===== src/rtl/pdr_pkg.sv =====
// ============================================================================
// Module   : pdr_pkg
// Brief    : Shared constants, field indices and FSM state type for the PDR
//            match unit and its rule table.
// Revision : 1.0
// ============================================================================
`default_nettype none

package pdr_pkg;

    localparam int NUM_FIELDS = 9;
    localparam int NUM_WE     = 11;

    localparam int FLD_IN_PORT          = 0;
    localparam int FLD_SA_UNDERLAY      = 1;
    localparam int FLD_DA_UNDERLAY      = 2;
    localparam int FLD_GTPU_TEID        = 3;
    localparam int FLD_GTPU_QFI         = 4;
    localparam int FLD_SA_OVERLAY       = 5;
    localparam int FLD_DA_OVERLAY       = 6;
    localparam int FLD_SP_DP_OVERLAY    = 7;
    localparam int FLD_PROTOCOL_OVERLAY = 8;

    localparam int WE_CFG    = 9;
    localparam int WE_ACTION = 10;

    localparam int CFG_VALID_BIT = 31;
    localparam int ACTION_WIDTH  = 26;
    localparam int CTRL_WIDTH    = 30;
    localparam int VCODE_MSB     = 29;
    localparam int VCODE_LSB     = 26;

    typedef enum logic [1:0] {
        ST_IDLE   = 2'd0,
        ST_SEARCH = 2'd1,
        ST_OUTPUT = 2'd2
    } pdr_state_e;

endpackage : pdr_pkg

`default_nettype wire


===== src/rtl/pdr_rule_table.sv =====
// ============================================================================
// Module   : pdr_rule_table
// Brief    : PDR rule storage with per-field write enables and a combinational
//            read port; reads return pre-write contents within a cycle.
// Revision : 1.0
// ============================================================================
`default_nettype none

module pdr_rule_table
    import pdr_pkg::*;
#(
    parameter int DATA_WIDTH = 32,
    parameter int ADDR_WIDTH = 2
) (
    input  logic                                     clk,
    input  logic                                     rst,
    input  logic [ADDR_WIDTH-1:0]                    W_ADDR,
    input  logic [NUM_WE-1:0]                        Write_Enables,
    input  logic [DATA_WIDTH-1:0]                    Write_Data,
    input  logic [ADDR_WIDTH-1:0]                    rd_idx,
    output logic                                     rd_valid,
    output logic [NUM_FIELDS-1:0]                    rd_mask,
    output logic [NUM_FIELDS-1:0][DATA_WIDTH-1:0]    rd_keys,
    output logic [ACTION_WIDTH-1:0]                  rd_action
);

    localparam int c_DEPTH = 2 ** ADDR_WIDTH;

    logic [c_DEPTH-1:0]                                 r_valid;
    logic [c_DEPTH-1:0][NUM_FIELDS-1:0]                 r_mask;
    logic [c_DEPTH-1:0][NUM_FIELDS-1:0][DATA_WIDTH-1:0] r_keys;
    logic [c_DEPTH-1:0][ACTION_WIDTH-1:0]               r_action;

    generate
        for (genvar e = 0; e < c_DEPTH; e++) begin : g_entry
            logic w_sel;
            assign w_sel = (W_ADDR == ADDR_WIDTH'(e));

            always_ff @(posedge clk) begin
                if (rst) begin
                    r_valid[e]  <= 1'b0;
                    r_mask[e]   <= '0;
                    r_action[e] <= '0;
                end else begin
                    if (w_sel && Write_Enables[WE_CFG]) begin
                        r_valid[e] <= Write_Data[CFG_VALID_BIT];
                        r_mask[e]  <= Write_Data[NUM_FIELDS-1:0];
                    end
                    if (w_sel && Write_Enables[WE_ACTION]) begin
                        r_action[e] <= Write_Data[ACTION_WIDTH-1:0];
                    end
                end
            end

            for (genvar f = 0; f < NUM_FIELDS; f++) begin : g_field
                always_ff @(posedge clk) begin
                    if (rst) begin
                        r_keys[e][f] <= '0;
                    end else if (w_sel && Write_Enables[f]) begin
                        r_keys[e][f] <= Write_Data;
                    end
                end
            end
        end
    endgenerate

    assign rd_valid  = r_valid[rd_idx];
    assign rd_mask   = r_mask[rd_idx];
    assign rd_keys   = r_keys[rd_idx];
    assign rd_action = r_action[rd_idx];

endmodule : pdr_rule_table

`default_nettype wire


===== src/rtl/pdr_match_unit.sv =====
// ============================================================================
// Module   : pdr_match_unit
// Brief    : Sequential PDR classifier: scans the rule table one entry per
//            cycle, lowest index wins, result held until handshaken.
// Revision : 1.0
// ============================================================================
`default_nettype none

module pdr_match_unit
    import pdr_pkg::*;
#(
    parameter int DATA_WIDTH = 32,
    parameter int ADDR_WIDTH = 2
) (
    input  logic                    clk,
    input  logic                    rst,
    input  logic                    In_Valid,
    output logic                    In_Ready,
    input  logic [3:0]              In_Vcode,
    input  logic [DATA_WIDTH-1:0]   In_In_Port,
    input  logic [DATA_WIDTH-1:0]   In_SA_underlay_IPv4,
    input  logic [DATA_WIDTH-1:0]   In_DA_underlay_IPv4,
    input  logic [DATA_WIDTH-1:0]   In_GTPU_TEID,
    input  logic [DATA_WIDTH-1:0]   In_GTPU_QFI,
    input  logic [DATA_WIDTH-1:0]   In_SA_overlay_IPv4,
    input  logic [DATA_WIDTH-1:0]   In_DA_overlay_IPv4,
    input  logic [DATA_WIDTH-1:0]   In_SP_DP_overlay,
    input  logic [DATA_WIDTH-1:0]   In_Protocol_overlay,
    input  logic [ADDR_WIDTH-1:0]   W_ADDR,
    input  logic [NUM_WE-1:0]       Write_Enables,
    input  logic [DATA_WIDTH-1:0]   Write_Data,
    output logic                    Out_Valid,
    input  logic                    Out_Ready,
    output logic                    Out_Hit,
    output logic [ADDR_WIDTH-1:0]   PDR_ID,
    output logic [CTRL_WIDTH-1:0]   Out_Control,
    output logic [DATA_WIDTH-1:0]   Out_In_Port,
    output logic [DATA_WIDTH-1:0]   Out_SA_underlay_IPv4,
    output logic [DATA_WIDTH-1:0]   Out_DA_underlay_IPv4,
    output logic [DATA_WIDTH-1:0]   Out_GTPU_TEID,
    output logic [DATA_WIDTH-1:0]   Out_GTPU_QFI,
    output logic [DATA_WIDTH-1:0]   Out_SA_overlay_IPv4,
    output logic [DATA_WIDTH-1:0]   Out_DA_overlay_IPv4,
    output logic [DATA_WIDTH-1:0]   Out_SP_DP_overlay,
    output logic [DATA_WIDTH-1:0]   Out_Protocol_overlay
);

    localparam int c_DEPTH = 2 ** ADDR_WIDTH;

    pdr_state_e                              r_state;
    pdr_state_e                              w_state_next;
    logic [ADDR_WIDTH-1:0]                   r_idx;
    logic [3:0]                              r_vcode;
    logic [NUM_FIELDS-1:0][DATA_WIDTH-1:0]   r_hdr;
    logic [NUM_FIELDS-1:0][DATA_WIDTH-1:0]   w_hdr;
    logic                                    r_hit;
    logic [ADDR_WIDTH-1:0]                   r_pdr_id;
    logic [CTRL_WIDTH-1:0]                   r_control;
    logic                                    r_out_valid;

    logic                                    w_accept;
    logic                                    w_decide;
    logic                                    w_idx_inc;
    logic                                    w_release;

    logic                                    w_rd_valid;
    logic [NUM_FIELDS-1:0]                   w_rd_mask;
    logic [NUM_FIELDS-1:0][DATA_WIDTH-1:0]   w_rd_keys;
    logic [ACTION_WIDTH-1:0]                 w_rd_action;
    logic [NUM_FIELDS-1:0]                   w_field_ok;
    logic                                    w_match;
    logic                                    w_last;

    assign w_hdr[FLD_IN_PORT]          = In_In_Port;
    assign w_hdr[FLD_SA_UNDERLAY]      = In_SA_underlay_IPv4;
    assign w_hdr[FLD_DA_UNDERLAY]      = In_DA_underlay_IPv4;
    assign w_hdr[FLD_GTPU_TEID]        = In_GTPU_TEID;
    assign w_hdr[FLD_GTPU_QFI]         = In_GTPU_QFI;
    assign w_hdr[FLD_SA_OVERLAY]       = In_SA_overlay_IPv4;
    assign w_hdr[FLD_DA_OVERLAY]       = In_DA_overlay_IPv4;
    assign w_hdr[FLD_SP_DP_OVERLAY]    = In_SP_DP_overlay;
    assign w_hdr[FLD_PROTOCOL_OVERLAY] = In_Protocol_overlay;

    pdr_rule_table #(
        .DATA_WIDTH (DATA_WIDTH),
        .ADDR_WIDTH (ADDR_WIDTH)
    ) u_table (
        .clk           (clk),
        .rst           (rst),
        .W_ADDR        (W_ADDR),
        .Write_Enables (Write_Enables),
        .Write_Data    (Write_Data),
        .rd_idx        (r_idx),
        .rd_valid      (w_rd_valid),
        .rd_mask       (w_rd_mask),
        .rd_keys       (w_rd_keys),
        .rd_action     (w_rd_action)
    );

    // Masked-out fields always pass, so a valid entry with mask 0 is a wildcard.
    generate
        for (genvar f = 0; f < NUM_FIELDS; f++) begin : g_cmp
            assign w_field_ok[f] = !w_rd_mask[f] || (r_hdr[f] == w_rd_keys[f]);
        end
    endgenerate

    assign w_match = w_rd_valid && (&w_field_ok);
    assign w_last  = (r_idx == ADDR_WIDTH'(c_DEPTH - 1));

    always_ff @(posedge clk) begin
        if (rst) begin
            r_state <= ST_IDLE;
        end else begin
            r_state <= w_state_next;
        end
    end

    always_comb begin
        w_state_next = r_state;
        w_accept     = 1'b0;
        w_decide     = 1'b0;
        w_idx_inc    = 1'b0;
        w_release    = 1'b0;
        case (r_state)
            ST_IDLE: begin
                if (In_Valid) begin
                    w_accept     = 1'b1;
                    w_state_next = ST_SEARCH;
                end
            end
            ST_SEARCH: begin
                if (w_match || w_last) begin
                    w_decide     = 1'b1;
                    w_state_next = ST_OUTPUT;
                end else begin
                    w_idx_inc = 1'b1;
                end
            end
            ST_OUTPUT: begin
                if (r_out_valid && Out_Ready) begin
                    w_release    = 1'b1;
                    w_state_next = ST_IDLE;
                end
            end
            default: begin
                w_state_next = ST_IDLE;
            end
        endcase
    end

    // Result registers load on the decision edge; Out_Valid follows one cycle
    // later so the presented result comes entirely from settled registers.
    always_ff @(posedge clk) begin
        if (rst) begin
            r_idx       <= '0;
            r_vcode     <= '0;
            r_hdr       <= '0;
            r_hit       <= 1'b0;
            r_pdr_id    <= '0;
            r_control   <= '0;
            r_out_valid <= 1'b0;
        end else begin
            if (w_accept) begin
                r_hdr   <= w_hdr;
                r_vcode <= In_Vcode;
                r_idx   <= '0;
            end else if (w_idx_inc) begin
                r_idx <= r_idx + ADDR_WIDTH'(1);
            end
            if (w_decide) begin
                r_hit     <= w_match;
                r_pdr_id  <= w_match ? r_idx : '0;
                r_control <= {r_vcode, (w_match ? w_rd_action : ACTION_WIDTH'(0))};
            end
            if (w_release) begin
                r_out_valid <= 1'b0;
            end else if (r_state == ST_OUTPUT) begin
                r_out_valid <= 1'b1;
            end
        end
    end

    assign In_Ready    = (r_state == ST_IDLE);
    assign Out_Valid   = r_out_valid;
    assign Out_Hit     = r_hit;
    assign PDR_ID      = r_pdr_id;
    assign Out_Control = r_control;

    assign Out_In_Port          = r_hdr[FLD_IN_PORT];
    assign Out_SA_underlay_IPv4 = r_hdr[FLD_SA_UNDERLAY];
    assign Out_DA_underlay_IPv4 = r_hdr[FLD_DA_UNDERLAY];
    assign Out_GTPU_TEID        = r_hdr[FLD_GTPU_TEID];
    assign Out_GTPU_QFI         = r_hdr[FLD_GTPU_QFI];
    assign Out_SA_overlay_IPv4  = r_hdr[FLD_SA_OVERLAY];
    assign Out_DA_overlay_IPv4  = r_hdr[FLD_DA_OVERLAY];
    assign Out_SP_DP_overlay    = r_hdr[FLD_SP_DP_OVERLAY];
    assign Out_Protocol_overlay = r_hdr[FLD_PROTOCOL_OVERLAY];

endmodule : pdr_match_unit

`default_nettype wire


===== config.mk =====
export PLATFORM = sky130hd
export DESIGN_NAME = pdr_match_unit
export DESIGN_NICKNAME = d
export VERILOG_FILES = /design/src/rtl/pdr_pkg.sv /design/src/rtl/pdr_rule_table.sv /design/src/rtl/pdr_match_unit.sv
export SDC_FILE = /design/constraint.sdc
export NUM_CORES = 2
export LEC_CHECK = 0
export BUFFER_PORTS_ARGS = -buffer_cell sky130_fd_sc_hd__buf_2
export CAP_MARGIN = 25
export CORE_ASPECT_RATIO = 0.75
export CORE_MARGIN = 3
export CORE_UTILIZATION = 40
export CTS_BUF_LIST = sky130_fd_sc_hd__clkbuf_2 sky130_fd_sc_hd__clkbuf_4 sky130_fd_sc_hd__clkbuf_8
export CTS_CLUSTER_SIZE = 12
export DETAILED_ROUTE_END_ITERATION = 10
export GPL_ROUTABILITY_DRIVEN = 1
export PLACE_DENSITY = 0.65
export SLEW_MARGIN = 15
export SYNTH_ARGS = -nofsm -noshare
export SYNTH_HDL_FRONTEND = slang
export SYNTH_HIERARCHICAL = 1
export SYNTH_SLANG_ARGS = --single-unit
export TNS_END_PERCENT = 20

===== constraint.sdc =====
create_clock -name clk -period 6.4 [get_ports clk]
set_input_delay 0.64 -clock clk [delete_from_list [all_inputs] [get_ports clk]]
set_output_delay 0.64 -clock clk [all_outputs]
set_load 0.005 [all_outputs]

## After elaboration in Yosys (flattened, before gate mapping)

Cells that the tools add are included.

- Input port bits: 341
- Output and inout bits: 323
- Flip-flop bits (word level): 1626

- Reduce and logical (&&, ||, !) cells: 71
- Multiplexer cells: 22
- Add/sub/neg operators: 1
- Order comparisons: 1
- Eq/ne operators: 18

Operators by type and width:

| cell | number |
|---|---|
| $bmux W288 S2 | 1 |
| $eq A32 B32 Y1 | 9 |
| $mux W288 | 1 |
| $bmux W26 S2 | 1 |
| $mux W26 | 2 |
| $logic_and A1 B1 Y1 | 46 |
| $bmux W9 S2 | 1 |
| $logic_or A1 B1 Y1 | 10 |
| $logic_not A1 Y1 | 9 |
| $mux W1 | 9 |
| $mux W9 | 1 |
| $reduce_and A9 Y1 | 1 |
| $eq A2 B2 Y1 const B | 4 |
| $mux W2 | 4 |
| $ne A2 B2 Y1 const B | 3 |
| $pmux W2 S3 | 1 |
| $eq A2 B1 Y1 const B | 2 |
| $logic_not A2 Y1 | 2 |
| $reduce_or A2 Y1 | 2 |
| $lt A2 B3 Y1 const B | 1 |
| $reduce_and A3 Y1 | 1 |
| $add A2 B1 Y2 const B | 1 |
| $bmux W1 S2 | 1 |

## Longest topological paths before layout

- Word-level depth: 9
- Depth in mapped cells: 15
- Depth with buffers taken out: 9

## Modules after synthesis

Netlist, hierarchy kept.

Modules (own cells, without submodules):

| module | area each (µm²) | cells each | instances | sequential area each (µm²) |
|---|---|---|---|---|
| pdr_rule_table | 57300.0 | 4807 | 1 | 25944.9 |
| pdr_match_unit | 14969.4 | 1870 | 1 | 6606.3 |

## Worst setup path after synthesis

Ideal clock, no wire load.

- Path kind: register to register
- Start point: register r_idx[0]
- End point: register r_control[10] (netlist: Out_Control[10])
- Arrival: 2.906 ns
- Path buffers: 4
- Clock period less this slack: 3.046 ns
- Slack: 3.354 ns
- Cell stages (with the launch flop): 14
- Library setup time: 0.140 ns
- Cells stage by stage: dfxtp_1 buf_2 buf_2 buf_2 mux4_2 xor2_1 nor4_1 nand4_1 o21ai_1 nand4_1 nor2_2 buf_2 a221o_1 a21oi_2

RTL lines:

| item | line | text |
|---|---|---|
| start: declaration | pdr_match_unit.sv:52 | `logic [ADDR_WIDTH-1:0] r_idx;` |
| start signal: assignment | pdr_match_unit.sv:168 | `r_idx <= r_idx + ADDR_WIDTH'(1);` |
| end signal: assignment | pdr_match_unit.sv:173 | `r_control <= {r_vcode, (w_match ? w_rd_action : ACTION_WIDTH'(0))};` |
| end: declaration | pdr_match_unit.sv:58 | `logic [CTRL_WIDTH-1:0] r_control;` |

==> run_results.csv <==
group,metric,value,unit
critical_path,critPathMaxFanout,58,
place,dp_hpwl,131900,µm
hold_path,min-delay-start,"Write_Data[9]",
hold_path,hold_end,"u_table/r_keys[1065]$_SDFFE_PP0P_",
place,place_area,76900,µm²
drt,detail-route-antenna-nets,0,
clocking,numCtsBuffers,286,
clocking,cts_resized,0,
timing,setup_tns,0,ns
timing,relSlewSlack,31.28,%
yosys,yosysUniqueCellTypes,37,
yosys,synth_edf_count,0,
critical_path,critPathBufInv,3,
timing,min_period,5.187,ns
global_routing,track_usage,22.80,%
clocking,postCtsSetupRepairBufs,0,
clocking,clkSinkCount,1626,
yosys,synthCells,6677,
final_layout,final_cell_mix,"dfxtp_1, nand2b_1, mux2i_1",
global_routing,grt_pass1_wl,331100,µm
clocking,hold_buffers,293,
pwr,p_leak,40.30,nW
yosys,syn_area_per_cell,10.82,µm²
critical_path,critPathRequiredTime,7.24,ns
timing,fmax,192.8,MHz
drt,drt-total-wl,219800,µm
place,gp_congestion,0.7827,
pwr,combPwrFrac,10.4,%
pwr,sw_frac_of_total,25.85,%
pwr,p_switching,0.006053,W
yosys,yosysWarnings,6,
clocking,htree_levels,5,
timing,fin_crit_sh,81.04,%
die,core,178700,µm²
global_routing,grt_overflow,0,
critical_path,r2r_slack,1.21,ns
global_routing,grt_max_degree,305,
hold_path,hold_class,"input pin to flip-flop",
timing,fin_skew,0.05702,ns
timing,setup_viol_count_final,0,
drt,dr.pass1.iters,5,
yosys,ys_seq_area_share,45.04,%
timing,tightest_slew,1.031,ns
die,initial_core_util,40.44,%
critical_path,crit_arrival,6.02,ns
global_routing,grt_pass1_vias,53050,
critical_path,cp_cell_sequence,"buf_12 > buf_4 > mux4_2 > xor2_1 > nor4_1 > nand4_1 > o21ai_1 > nand4_1 > nor2_4 > buf_4 > a221o_1 > a21oi_2",
critical_path,setup.worst_path.class,"flip-flop to flip-flop",
final_layout,layout.nets,7743,
clocking,cts_tree,"done",
pwr,ir_drop,0.1461,mV
die,die_h,374.1,µm
die,boundaryPins,664,
yosys,async_flop_share,0,%
pwr,intPower,0.01737,W
die,die_area,185900,µm²
critical_path,max_stage_delay,0.61,ns
clocking,clk_pin_slew,0.06,ns
pwr,pwr-share-clk,43.0,%
pwr,pwr-share-seq,46.5,%
timing,hold_ws,0.1136,ns
final_layout,final_cells,9990,
drt,drc,0,
final_layout,drive_gt1_share,22.09,%
job,maxCapViolations,0,
yosys,syn_nets,7019,
global_routing,antenna_found_initial,12,
run_status,status,"finished clean",
drt,vias,52050,
die,num_rows,134,
hold_path,min_delay_path_depth,3,
yosys,synth.cell_area,72270,µm²
place,io_buffers,663,
final_layout,syn2layout_area_growth,18.71,%
critical_path,startpoint_type,"flip-flop",
drt,drtIter0Drc,3963,
critical_path,reg2reg_from,"r_idx[0]$_SDFFE_PP0P_",
critical_path,setup.worst_path.end_class,"flip-flop",
critical_path,rr_worst_depth,12,
pwr,power_density,273.0,nW/µm²
clocking,cts_root_buffer,"clkbuf_8",
clocking,cts_buffer_depth,4,
timing,rsz0062_at_grt,"no",
critical_path,cpLargestDelayFamily,"simple AND/OR/NAND/NOR gates",
drt,vias_per_cell,5.211,
yosys,ys_ff_latch,1626,
final_layout,fin_area,85790,µm²
place,dp_cells,9200,
final_layout,final_common_cell,"dfxtp_1",
drt,wl_per_cell,22.00,µm
die,die_x,496.8,µm
critical_path,critPathSlowestCell,"dfxtp_4",
timing,hold_viol,0,
yosys,synth-main-ff-cell,"dfxtp_1",
clocking,clock_latency,1.03,ns
critical_path,worstReg2RegEnd,"Out_Control[12]$_SDFFE_PP0P_",
timing,slew_viol_final,0,
## cells by family (layout without fill, tap and decap cells)
kind of cell    Yosys count  after routing  synth area share (%)
other cells               0             10                     0
buf+inv                 665           1588                 4.174
simple gates           2109           2109                 16.39
mux                    1626           1626                 28.13
xor+xnor                288            288                 3.490
flops                  1626           1626                 45.04
compound gates          362            362                 2.761
fa+ha+maj                 1              1               0.01731
## worst max-delay path by stage
stage	startpoint	end	slack [ns]	cells after the start
after floorplan	r_idx[0]$_SDFFE_PP0P_	Out_Control[10]$_SDFFE_PP0P_	3.35	13
after global placement	r_idx[0]$_SDFFE_PP0P_	r_idx[0]$_SDFFE_PP0P_	1.18	11
after detailed placement	r_idx[0]$_SDFFE_PP0P_	r_idx[0]$_SDFFE_PP0P_	1.23	11
after CTS	r_idx[0]$_SDFFE_PP0P_	Out_Control[12]$_SDFFE_PP0P_	1.19	12
after global routing	r_idx[0]$_SDFFE_PP0P_	Out_Control[11]$_SDFFE_PP0P_	0.96	12
final	r_idx[0]$_SDFFE_PP0P_	Out_Control[12]$_SDFFE_PP0P_	1.21	12
## metrics by stage
| step | setup WS (ns) | power [W] | utilization, % |
|---|---|---|---|
| floorplan | 3.354 | 0.01251 | - |
| global placement | 1.184 | 0.01336 | 43.01 |
| detailed placement | 1.226 | 0.01341 | 43.03 |
| CTS | 1.188 | 0.02365 | 47.99 |
| global route | 0.9574 | 0.02433 | 48.00 |
| finish | 1.213 | 0.02342 | 48.00 |
## cell usage after synthesis, types with 20 or more instances
cell type  instances  area (µm²)
dfxtp_1         1626       32550
nand3_2           26       260.3
nand2b_1        1337        8364
nand2_1          593        2226
nor4_1            72       450.4
mux2i_1         1302       13030
clkbuf_1         380        1426
buf_4             57       427.9
a21oi_1          311        1556
xor2_1           288        2522
inv_1             28       105.1
mux4_2           324        7297
a221o_1           28       280.3
buf_1             20       75.07
nand4_1           20       125.1
buf_2            166       830.8
nand3b_1          22       165.2
## tightest hold or removal path, delay by kind of cell
family,cells,cell delay [ns]
mux,1,0.11
buf+inv,1,0.12
simple gates,1,0.22
## per-layer routing
metal  global-route usage, %  wire (µm)  vias to the layer above
met5                       0          0                        -
met4                   6.128       5201                        0
met3                   3.791      10040                      355
met2                   37.54     102900                     1340
met1                   30.99     101700                    26180
li1                        -          -                    24180
## area by class of cell
type	count	area, µm²
clock buffers	438	5478
clock inverters	49	452.9
repair buffers	1073	7347
fillers	16200	92940
inverters	28	105.1
diodes	10	25.02
multi-input cells	4386	36840
flip-flops and latches	1626	32560
well taps	2380	2978
## registers in the layout (all words and copies together) (netlist names), 30 cells and up
name,count
Out_DA_underlay_IPv4,32
Out_GTPU_TEID,32
Out_DA_overlay_IPv4,32
Out_Control,30
u_table/r_mask,36
Out_SA_underlay_IPv4,32
Out_SP_DP_overlay,32
u_table/r_action,104
Out_In_Port,32
Out_GTPU_QFI,32
Out_Protocol_overlay,32
Out_SA_overlay_IPv4,32
u_table/r_keys,1152
## power groups by stage
stage	combinational, W	clock [W]	sequential (W)
after floorplan	0.00156	0	0.0110
after global placement	0.00225	0	0.0111
after detailed placement	0.00230	0	0.0111
after CTS	0.00244	0.0103	0.0109
after global routing	0.00263	0.0108	0.0109
final	0.00244	0.0101	0.0109
(Power assumes the default switching activity.)
